## src/rtl/hb_dec_sched.sv

```systemverilog
`default_nettype none
// ============================================================================
// Module      : hb_dec_sched
// Description : Single-clock scheduler for a cascade of half-band decimate-
//               by-2 stages. Produces per-stage sample enables, polyphase
//               branch selects, a delay-line flush pulse and a decimated
//               output-valid strobe that is masked for a settle period.
// Revision    : 1.0 - initial release
// ============================================================================
module hb_dec_sched #(
    parameter int N_STAGES = 3,
    parameter int CFG_W    = $clog2(N_STAGES + 1),
    parameter int SETTLE   = 8
) (
    input  logic                clk,
    input  logic                rst_n,
    input  logic                start,
    input  logic                stop,
    input  logic [CFG_W-1:0]    cfg_stages,
    input  logic                in_valid,
    output logic [N_STAGES-1:0] stage_en,
    output logic [N_STAGES-1:0] phase,
    output logic                flush,
    output logic                out_valid,
    output logic                busy,
    output logic                cfg_err
);

    typedef enum logic [1:0] {
        ST_IDLE   = 2'd0,
        ST_SETTLE = 2'd1,
        ST_RUN    = 2'd2
    } state_t;

    // Last candidate index that is still swallowed while settling.
    localparam logic [7:0] c_settle_last = 8'((SETTLE > 0) ? (SETTLE - 1) : 0);

    state_t              r_state;
    logic [N_STAGES-1:0] r_cnt;
    logic [7:0]          r_settle;
    logic [CFG_W-1:0]    r_m;

    // w_all[k]: the k low bits of the phase counter are all ones.
    logic [N_STAGES:0]   w_all;
    logic [N_STAGES-1:0] w_en;
    logic [N_STAGES-1:0] w_ph;
    logic                w_cand;
    logic                w_cfg_ok;
    logic                w_count;

    genvar k;
    generate
        for (k = 0; k <= N_STAGES; k++) begin : g_all_ones
            localparam logic [N_STAGES-1:0] c_mask = N_STAGES'((1 << k) - 1);
            assign w_all[k] = &(r_cnt | ~c_mask);
        end
    endgenerate

    assign w_cfg_ok = (int'(cfg_stages) <= N_STAGES);
    assign w_count  = (r_state != ST_IDLE) && in_valid;

    // Per-stage enables/branches for the active stages and the decimated candidate.
    always_comb begin
        w_en   = '0;
        w_ph   = '0;
        w_cand = 1'b0;
        for (int i = 0; i < N_STAGES; i++) begin
            if (i < int'(r_m)) begin
                w_en[i] = w_all[i];
                w_ph[i] = w_all[i] & r_cnt[i];
            end
        end
        for (int j = 0; j <= N_STAGES; j++) begin
            if (int'(r_m) == j) begin
                w_cand = w_all[j];
            end
        end
    end

    // Control FSM with registered strobes; stop has priority over start.
    always_ff @(posedge clk or negedge rst_n) begin
        if (!rst_n) begin
            r_state   <= ST_IDLE;
            r_cnt     <= '0;
            r_settle  <= '0;
            r_m       <= '0;
            stage_en  <= '0;
            phase     <= '0;
            flush     <= 1'b0;
            out_valid <= 1'b0;
            busy      <= 1'b0;
            cfg_err   <= 1'b0;
        end else begin
            stage_en  <= '0;
            phase     <= '0;
            flush     <= 1'b0;
            out_valid <= 1'b0;
            if (stop) begin
                r_state <= ST_IDLE;
                r_cnt   <= '0;
                busy    <= 1'b0;
            end else if (start) begin
                if (w_cfg_ok) begin
                    r_m      <= cfg_stages;
                    r_cnt    <= '0;
                    r_settle <= '0;
                    flush    <= 1'b1;
                    cfg_err  <= 1'b0;
                    busy     <= 1'b1;
                    r_state  <= (SETTLE == 0) ? ST_RUN : ST_SETTLE;
                end else begin
                    // A rejected configuration abandons any chain in progress.
                    cfg_err <= 1'b1;
                    r_cnt   <= '0;
                    busy    <= 1'b0;
                    r_state <= ST_IDLE;
                end
            end else if (w_count) begin
                stage_en <= w_en;
                phase    <= w_ph;
                r_cnt    <= r_cnt + 1'b1;
                if (r_state == ST_SETTLE) begin
                    if (w_cand) begin
                        if (r_settle == c_settle_last) begin
                            r_state <= ST_RUN;
                        end else begin
                            r_settle <= r_settle + 8'd1;
                        end
                    end
                end else begin
                    out_valid <= w_cand;
                end
            end
        end
    end

endmodule
`default_nettype wire

```

## config.mk

```make
export PLATFORM = sky130hd
export DESIGN_NAME = hb_dec_sched
export DESIGN_NICKNAME = d
export VERILOG_FILES = /design/src/rtl/hb_dec_sched.sv
export SDC_FILE = /design/constraint.sdc
export NUM_CORES = 1
export LEC_CHECK = 0
export ABC_CLOCK_PERIOD_IN_PS = 2200
export CAP_MARGIN = 20
export CORE_MARGIN = 2
export CORE_UTILIZATION = 54
export DETAILED_ROUTE_END_ITERATION = 8
export DONT_BUFFER_PORTS = 1
export GPL_ROUTABILITY_DRIVEN = 0
export HOLD_SLACK_MARGIN = 0.06
export PLACE_DENSITY = 0.77
export SLEW_MARGIN = 30
export SYNTH_ARGS = -nofsm -noshare
export SYNTH_HDL_FRONTEND = slang
export SYNTH_SLANG_ARGS = --single-unit
export TNS_END_PERCENT = 30
```

## constraint.sdc

```tcl
create_clock -name clk -period 2.2 [get_ports clk]
set_input_delay 0.44 -clock clk [delete_from_list [all_inputs] [get_ports clk]]
set_output_delay 0.44 -clock clk [all_outputs]
set_load 0.005 [all_outputs]
```

==> impl_metrics.csv <==
group,metric,value,unit
worst_setup_path,cp-startpoint,"r_cnt[0]",
job,cap_violations,0,
worst_setup_path,critPathKind,"reg2reg",
floorplanning,design.core.area,1980,um2
drt,drc,0,
synthesis,yosysUniqueCellTypes,37,
final_layout,syn_to_final_growth,5.22,%
synthesis,netlist_area,1150,um2
timing,hold_viol_final,0,
floorplanning,num_rows,16,
drt,vias,835,
worst_setup_path,crit_fanout,6,
pwr,powerDensity,607,nW/um2
synthesis,synthArstFlopShare,100,%
synthesis,ys.flop_type,"dfrtp_1",
worst_setup_path,max_stage_delay,0.48,ns
global_route,grt_max_degree,25,
placement,hpwl,1470,um
final_layout,n_antenna_cell,0,
synthesis,ys_ff_latch,24,
global_route,grt_pass1_wl,3520,um
timing,skew,0.00843,ns
worst_setup_path,cp-end-kind,"register",
synthesis,netlist_instances,113,
worst_setup_path,r2r_end,"r_settle[4]",
global_route,grt_pass1_vias,844,
clock_tree,clock_path_buffers,2,
clock_tree,cts_tree,"done",
clock_tree,cts.clk_slew.worst_paths,0.12,ns
pwr,ir_worst_vdd,0.424,mV
placement,io_buffers,0,
worst_hold_path,hold_path.class,"in2async",
drt,firstDrtPassIters,4,
clock_tree,worstSkewPairLatency,0.31,ns
worst_setup_path,ff2ff_path_depth,6,
floorplanning,io_pins,17,
drt,via_per_inst,5.88,
worst_setup_path,rr_startpoint,"r_cnt[0]",
clock_tree,cts_num_sinks,24,
timing,setup_viol,0,
worst_setup_path,crit_chain,"ha_1 -> ha_1 -> mux2i_1 -> a2111o_1 -> or4_1 -> a21oi_1",
synthesis,yosys_warnings,0,
floorplanning,die-area,2510,um2
global_route,track_usage,18.2,%
run_status,status,"complete, no violations",
timing,fin_crit_sh,91.2,%
drt,ant_nets,0,
worst_setup_path,cpMaxStageDelayCell,"or4_1",
placement,dp_slack,0.162,ns
global_route,grt_overflow,0,
worst_setup_path,r2r_slack,0.19,ns
floorplanning,die_y,50.1,um
worst_setup_path,crit_required,2.43,ns
worst_setup_path,startpoint_type,"register",
floorplanning,fp.dieW,50.1,um
synthesis,yosysSeqAreaShare,52.2,%
timing,setup_tns,0,ns
timing,worst_slew_pin_slew,0.503,ns
clock_tree,cts_resized,0,
worst_setup_path,cp.arrival,2.24,ns
timing,period_needed,2.01,ns
synthesis,synth_area_leaders,"dfrtp_1 (52%), nand2_1 (3.6%), mux2i_1 (3.5%)",
clock_tree,clockRootBuffer,"clkbuf_4",
pwr,leakage,0.594,nW
synthesis,ys_top_cells_by_count,"dfrtp_1 (24), nand2_1 (11), nor2_1 (9)",
final_layout,final_net_count,127,
timing,max-slew-margin-rel,66.5,%
timing,fin_ws,0.195,ns
drt,wl_per_cell,13.9,um
synthesis,synth_enable_flop_cells,0,
synthesis,yosys.area.top_type,"dfrtp_1",
synthesis,syn-num-nets,123,
clock_tree,cts_max_level,1,
timing,maxSlewViolCount,0,
worst_setup_path,crit_path_frequent_cell,"ha_1",
timing,fmax,499,MHz
floorplanning,start_util,58.0,%
synthesis,yosysTopAreaCellShare,52.2,%
synthesis,syn_avg_cell_area,10.2,um2
timing,rsz0062_at_grt,"false",
drt,drtIter0Drc,22,
synthesis,synth_most_common_cell,"dfrtp_1",
global_route,grt_antenna_before_repair,0,
final_layout,layout-drive-gt1-share,6.96,%
clock_tree,cts-buffers-inserted,3,
drt,routed_wl,1970,um
[sequential cells by signal (all words and copies together), names as in the netlist]
| register | flops |
|---|---|
| stage_en | 3 |
| flush | 1 |
| out_valid | 1 |
| r_m | 2 |
| r_settle | 8 |
| r_state | 2 |
| busy | 1 |
| phase | 3 |
| r_cnt | 3 |
[per-layer routing]
metal | global-route usage (%) | routed length (um) | up-vias
met3 | 3.57 | 109 | 2
met1 | 22.7 | 887 | 395
met4 | 7.41 | 15 | 0
met2 | 30.9 | 955 | 29
met5 | 0 | 0 | -
li1 | - | - | 409
[kinds of logic (layout without fill, tap and decap cells)]
| group | after synthesis | count (layout) | share of synthesized area (%) |
|---|---|---|---|
| adders and majority gates | 3 | 3 | 3.26 |
| DFF | 24 | 24 | 52.2 |
| other | 1 | 1 | 0.326 |
| buffers and inverters | 10 | 12 | 3.70 |
| and+or+nand+nor | 51 | 51 | 23.3 |
| muxes | 4 | 4 | 3.48 |
| xor gates and xnor gates | 1 | 1 | 0.762 |
| AOI/OAI and AO/OA | 19 | 19 | 12.9 |
[worst max path at each step]
stage	to	depth (start not counted)
global placement	r_settle[4]	6
floorplan	r_settle[4]	6
CTS	r_settle[4]	6
finish	r_settle[4]	6
detailed placement	r_settle[4]	6
global route	r_settle[7]	7
[placed cells by master, fill, tap and decap left out, types with 2 or more instances in the layout]
cell type / netlist / final
and3_1: 4 / 4
ha_1: 3 / 3
or4_1: 4 / 4
a21oi_1: 4 / 4
nor2_1: 9 / 9
buf_4: 1 / 3
o41ai_1: 2 / 2
and2_1: 2 / 2
nor3_1: 2 / 2
nand2_1: 11 / 11
dfrtp_1: 24 / 24
nand3_1: 6 / 6
clkbuf_4: 0 / 3
o31ai_1: 2 / 2
nand2b_1: 5 / 5
mux2i_1: 4 / 4
nand4_1: 3 / 3
o311ai_1: 2 / 2
inv_1: 5 / 5
[power by group]
group	internal (mW)	switching [mW]	leakage [nW]
logic	0.0307	0.0473	0.254
registers	0.456	0.0198	0.326
clock network	0.0639	0.116	0.0138
[area by class of cell]
cell class,instances,area [um2]
fill,157,772
sequential,24,601
multi-input combinational,79,507
tap,27,33.8
timing repair buffer,4,27.5
clock buffer,3,22.5
inverter,5,18.8
[metrics by stage]
| stage | total power [mW] | hold slack, ns | util (%) | cell area [um2] | instances |
|---|---|---|---|---|---|
| finish | 0.734 | 0.0789 | 61.0 | 1210 | 142 |
| global route | 0.771 | 0.116 | 61.0 | 1210 | 142 |
| CTS | 0.744 | 0.174 | 61.3 | 1210 | 142 |
| detailed placement | 0.554 | 0.145 | 59.7 | 1180 | 138 |
| global placement | 0.551 | 0.145 | 59.7 | 1180 | 138 |
| floorplan | 0.536 | 0.144 | - | 1150 | 113 |
[worst max-delay path: cells and delay by family, from the launching register on]
kind / cells / cell delay, ns
multiplexers: 1 / 0.12
flip-flops: 1 / 0.37
AND/OR/NAND/NOR: 1 / 0.48
AO/OA/AOI/OAI: 2 / 0.61
adder cells (fa/ha/maj): 2 / 0.35
[what timing repair did]
action / in CTS / in global routing
setup endpoints to repair: 0 / 1
setup buffers: 0 / 0
hold buffers: 1 / 0
endpoints found under the hold margin: 24 / 0
No activity file was read; power rests on OpenSTA's default activity.
